$ cat config.mk
export PLATFORM = sky130hd
export DESIGN_NAME = decoder_scan_ctrl
export DESIGN_NICKNAME = d
export VERILOG_FILES = /design/src/rtl/decoder_scan_pkg.sv /design/src/rtl/scan_next_ch.sv /design/src/rtl/decoder_scan_ctrl.sv
export SDC_FILE = /design/constraint.sdc
export NUM_CORES = 1
export LEC_CHECK = 0
export CORE_MARGIN = 1.5
export CORE_UTILIZATION = 52
export DETAILED_ROUTE_END_ITERATION = 7
export PLACE_DENSITY = 0.89
export SLEW_MARGIN = 20
export SYNTH_ARGS = -nofsm -noshare
export SYNTH_HDL_FRONTEND = slang
export SYNTH_SLANG_ARGS = --single-unit
$ cat constraint.sdc
create_clock -name clk_i -period 2.5 [get_ports clk_i]
set_clock_uncertainty 0.05 [all_clocks]
set_input_delay 0.25 -clock clk_i [delete_from_list [all_inputs] [get_ports clk_i]]
set_output_delay 0.25 -clock clk_i [all_outputs]
set_load 0.02 [all_outputs]
$ cat src/rtl/decoder_scan_pkg.sv
// Shared constants and state encoding for the 74138 scan sequencer.
package decoder_scan_pkg;
  localparam int NUM_CH = 8;
  localparam int CH_W   = 3;

  typedef enum logic [1:0] {
    SCAN_IDLE,
    SCAN_ACTIVE,
    SCAN_GUARD
  } scan_state_e;
endpackage

$ cat src/rtl/scan_next_ch.sv
// Combinational channel search: lowest unmasked index, either from the bottom
// or strictly above cur_i with wrap-around to the bottom when nothing is above.
module scan_next_ch
  import decoder_scan_pkg::*;
(
  input  logic [CH_W-1:0]   cur_i,
  input  logic [NUM_CH-1:0] mask_i,
  input  logic              from_bottom_i,
  output logic [CH_W-1:0]   nxt_o,
  output logic              found_o,
  output logic              wrapped_o
);
  logic [CH_W-1:0] low_idx, up_idx;
  logic            low_found, up_found;

  // Descending scan so the last hit is the lowest qualifying index.
  always_comb begin
    low_idx   = '0;
    low_found = 1'b0;
    up_idx    = '0;
    up_found  = 1'b0;
    for (int k = NUM_CH - 1; k >= 0; k--) begin
      if (!mask_i[k]) begin
        low_idx   = CH_W'(k);
        low_found = 1'b1;
        if (k > int'(cur_i)) begin
          up_idx   = CH_W'(k);
          up_found = 1'b1;
        end
      end
    end
  end

  always_comb begin
    if (from_bottom_i || !up_found) begin
      nxt_o     = low_idx;
      found_o   = low_found;
      wrapped_o = !from_bottom_i && low_found;
    end else begin
      nxt_o     = up_idx;
      found_o   = 1'b1;
      wrapped_o = 1'b0;
    end
  end
endmodule

$ cat src/rtl/decoder_scan_ctrl.sv
// Scan sequencer driving 74138 select/enable pins with programmable dwell.
// Optional SCAN_GUARD_EN inserts one disabled guard cycle on every channel advance.
module decoder_scan_ctrl
  import decoder_scan_pkg::*;
#(
  parameter int DWELL_W = 8
) (
  input  logic               clk_i,
  input  logic               rst_i,
  input  logic               start_i,
  input  logic               stop_i,
  input  logic               mode_i,
  input  logic [DWELL_W-1:0] dwell_i,
  input  logic [NUM_CH-1:0]  skip_mask_i,
  output logic               select_a_o,
  output logic               select_b_o,
  output logic               select_c_o,
  output logic               g1_en_o,
  output logic               g2a_en_n_o,
  output logic               g2b_en_n_o,
  output logic               busy_o,
  output logic               wrap_o,
  output logic               done_o
);
  scan_state_e        state_q;
  logic [CH_W-1:0]    ch_q;
  logic [DWELL_W-1:0] cnt_q, dwell_q;
  logic               mode_q, g1_q, g2n_q, busy_q, wrap_q, done_q;

  logic [CH_W-1:0] nxt_ch;
  logic            nxt_found, nxt_wrapped;

  // One search serves both start (from bottom) and advance (above current).
  scan_next_ch u_next (
    .cur_i        (ch_q),
    .mask_i       (skip_mask_i),
    .from_bottom_i(state_q == SCAN_IDLE),
    .nxt_o        (nxt_ch),
    .found_o      (nxt_found),
    .wrapped_o    (nxt_wrapped)
  );

  always_ff @(posedge clk_i or posedge rst_i) begin
    if (rst_i) begin
      state_q <= SCAN_IDLE;
      ch_q    <= '0;
      cnt_q   <= '0;
      dwell_q <= '0;
      mode_q  <= 1'b0;
      g1_q    <= 1'b0;
      g2n_q   <= 1'b1;
      busy_q  <= 1'b0;
      wrap_q  <= 1'b0;
      done_q  <= 1'b0;
    end else begin
      wrap_q <= 1'b0;
      done_q <= 1'b0;
      case (state_q)
        SCAN_IDLE: begin
          if (start_i && !stop_i && nxt_found) begin
            state_q <= SCAN_ACTIVE;
            ch_q    <= nxt_ch;
            cnt_q   <= '0;
            dwell_q <= dwell_i;
            mode_q  <= mode_i;
            g1_q    <= 1'b1;
            g2n_q   <= 1'b0;
            busy_q  <= 1'b1;
          end
        end
        SCAN_ACTIVE: begin
          if (stop_i) begin
            state_q <= SCAN_IDLE;
            g1_q    <= 1'b0;
            g2n_q   <= 1'b1;
            busy_q  <= 1'b0;
          end else if (cnt_q == dwell_q) begin
            // Single sweep ends on wrap; an all-masked advance ends either mode.
            if (!nxt_found || (nxt_wrapped && mode_q)) begin
              state_q <= SCAN_IDLE;
              g1_q    <= 1'b0;
              g2n_q   <= 1'b1;
              busy_q  <= 1'b0;
              done_q  <= 1'b1;
            end else begin
              ch_q   <= nxt_ch;
              cnt_q  <= '0;
              wrap_q <= nxt_wrapped;
`ifdef SCAN_GUARD_EN
              state_q <= SCAN_GUARD;
              g1_q    <= 1'b0;
              g2n_q   <= 1'b1;
`endif
            end
          end else begin
            cnt_q <= cnt_q + 1'b1;
          end
        end
`ifdef SCAN_GUARD_EN
        SCAN_GUARD: begin
          if (stop_i) begin
            state_q <= SCAN_IDLE;
            busy_q  <= 1'b0;
          end else begin
            state_q <= SCAN_ACTIVE;
            g1_q    <= 1'b1;
            g2n_q   <= 1'b0;
          end
        end
`endif
        default: begin
          state_q <= SCAN_IDLE;
          g1_q    <= 1'b0;
          g2n_q   <= 1'b1;
          busy_q  <= 1'b0;
        end
      endcase
    end
  end

  assign select_a_o = ch_q[0];
  assign select_b_o = ch_q[1];
  assign select_c_o = ch_q[2];
  assign g1_en_o    = g1_q;
  assign g2a_en_n_o = g2n_q;
  assign g2b_en_n_o = g2n_q;
  assign busy_o     = busy_q;
  assign wrap_o     = wrap_q;
  assign done_o     = done_q;
endmodule

==> results_dict.tcl <==
set metrics [dict create \
    grt.total_usage_pct 21.9 \
    die_w_um 59.3 \
    synthXorXnorAreaFrac_pct 4.25 \
    portBuffers 29 \
    grt_pass1_wl_mm 5.98 \
    synth_nets 183 \
    cp.required_ns 2.64 \
    syn_area_per_cell_um2 10.2 \
    num_rows 20 \
    pre_cts_ws_ns 0.200 \
    cts_made_buffers 3 \
    fin_total_pwr_mw 1.29 \
    cts.clk_slew.worst_paths_ns 0.13 \
    cts-root-buf "clkbuf_4" \
    period_needed_ns 2.08 \
    synth_top_area_cell "dfrtp_1" \
    cts_resized 0 \
    num_vias 1336 \
    grt-ovfl-total 0 \
    synth-adder-area-share_pct 0.759 \
    worst_pin_slew_ns 0.491 \
    dieArea_um2 3520 \
    syn_inst 161 \
    routabilityCongestion 0.954 \
    start_util_pct 54.5 \
    ys_seq_elements 24 \
    wl_per_cell_um 14.8 \
    yosys.area_share.simple_pct 18.8 \
    avgViaCountPerCell 5.73 \
    post-dp-hpwl_mm 2.67 \
    die_y_um 59.3 \
    fin_nets 212 \
    grt_pass1_vias 1352 \
    synthToLayoutAreaGrowth_pct 19.7 \
    synth_top_area_share_pct 34.9 \
    synth.yosys.warnings 0 \
    clk_path_buf_depth 2 \
    power_density_nw_per_um2 655 \
    setup_viol 0 \
    diodes 0 \
    drive_gt1_share_pct 18.0 \
    netlist_area_um2 1650 \
    synth_top_family_by_area "compound AO/OA/AOI/OAI gates" \
    worstPathArrival_ns 2.22 \
    async_reset_ff_share_pct 100 \
    postCtsSetupBuffers 0 \
    crit_path_start_kind "flip-flop" \
    yosysMostFrequentCell "dfrtp_1" \
    cts_hold_repair.buffers 0 \
    wl_mm 3.45 \
    crit_fanout 9 \
    drv_cap 0 \
    synth_compound_area_share_pct 21.8 \
    ios 30 \
    cts_tree "built" \
    hold_class "input pin to asynchronous set/reset pin" \
    drc 0 \
    yosysUniqueCellTypes 55 \
    firstDrtPassIters 4 \
    rsz0062_at_grt "false" \
    fmax_mhz 481 \
    cp-end-kind "flip-flop" \
    setup_tns_ns 0 \
    antenna_found_initial 0 \
    period_share_pct 83.1 \
    crit_type "flip-flop to flip-flop" \
    synthFlopType "dfrtp_1" \
    synth.area.mux_share_pct 11.0 \
    irDropWorstVdd_v 0.000407 \
    core_area_um2 3030 \
    grt_max_degree 25 \
    maxSlewHeadroom_pct 67.3 \
    finalHoldViolations 0 \
    p_leak_nw 0.832 \
    yosys-top-cells-count "23 x dfrtp_1, 13 x nand2_1, 12 x inv_1" \
    clkSinkCount 24 \
    synth-edff-count 0 \
    drtIter0Drc 52 \
    synthTopCellsByArea "dfrtp_1 35%, mux2_4 9.1%, xnor2_1 4.2%, nand2_1 3.0%, inv_1 2.7%" \
    status "complete, no violations" \
    slew_violations 0 \
    ant_nets 0 \
    seq_area_frac_synth_pct 36.5 \
    htreeDepth 1 \
    finalWorstSetupSlack_ns 0.421 \
    clk_latency_ns 0.31 \
]
-- per-stage QoR --
stage                     cell area (um^2)  cells  utilization (%)  hold WS (ns)
after floorplan                       1650    161                -         0.214
after global placement                1950    229             64.3         0.448
after detailed placement              1950    229             64.3         0.459
after CTS                             1970    233             65.2         0.223
after global routing                  1970    233             65.2         0.281
final                                 1970    233             65.2         0.211
-- kinds of logic after synthesis --
family / Yosys count
AND/OR/NAND/NOR: 51
AO/OA/AOI/OAI: 44
flip-flops: 24
buffers and inverters: 20
multiplexers: 13
XOR/XNOR: 8
adder cells (fa/ha/maj): 1
-- critical path: stages (launching register included) --
cell and delay (ns):
dfrtp_1 0.47, xnor2_1 0.20, nand4_2 0.23, nor2_8 0.25, o211ai_2 0.14, a21oi_4 0.30
mux2_4 0.33
-- path summary, 6_finish.rpt --
path	slack, ns	from	to	cells after the start
setup / recovery	0.42	cnt_q[2]$_DFFE_PP0P_	ch_q[0]$_DFFE_PP0P_	6
hold / removal	0.21	rst_i	dwell_q[0]$_DFFE_PP0P_	3
setup reg to reg	0.42	cnt_q[2]$_DFFE_PP0P_	ch_q[0]$_DFFE_PP0P_	6
hold reg to reg	0.47	g2a_en_n_o$_DFFE_PP1P_	g2a_en_n_o$_DFFE_PP1P_	2
max in group asynchronous	1.89	rst_i	g2a_en_n_o$_DFFE_PP1P_	3
min in group clk_i	0.46	mode_i	mode_q$_DFFE_PP0P_	3
-- placed cells by master, fill, tap and decap left out, types with 3 or more instances in the layout --
cell and instances:
inv_1 12, nand3_1 4, xnor2_1 8, a32oi_1 3, nand2_1 13, nand3b_1 3
a21oi_1 7, nor2_1 10, o21ai_0 7, clkdlybuf4s50_1 29, mux2_4 10, buf_4 3
dfrtp_1 23, clkbuf_4 3
-- routing by layer --
layer,global-route usage [%],up-vias,routed length [um]
met3,3.28,6,162
met2,36.3,45,1750
met1,29.7,647,1490
li1,-,638,-
met5,0,-,0
met4,5.84,0,45
-- flip-flops by register name (all words and copies together) (netlist names) --
signal      flops
done_o          1
busy_o          1
g2a_en_n_o      1
mode_q          1
wrap_o          1
dwell_q         8
cnt_q           8
ch_q            3
-- power breakdown --
| part | total, mW | internal (mW) | switching [mW] |
|---|---|---|---|
| Clock | 0.169 | 0.0621 | 0.107 |
| Sequential | 0.597 | 0.460 | 0.137 |
| Combinational | 0.526 | 0.280 | 0.246 |
| Total | 1.29 | 0.802 | 0.491 |
-- area by class of cell --
type / count / area, um^2
Tap cell: 44 / 55.1
Clock buffer: 4 / 26.3
Sequential cell: 24 / 602
Multi-Input combinational cell: 117 / 933
Timing Repair Buffer: 32 / 313
Inverter: 12 / 45.0
Fill cell: 243 / 1050
Note: power is estimated with default switching activity, not from simulation.
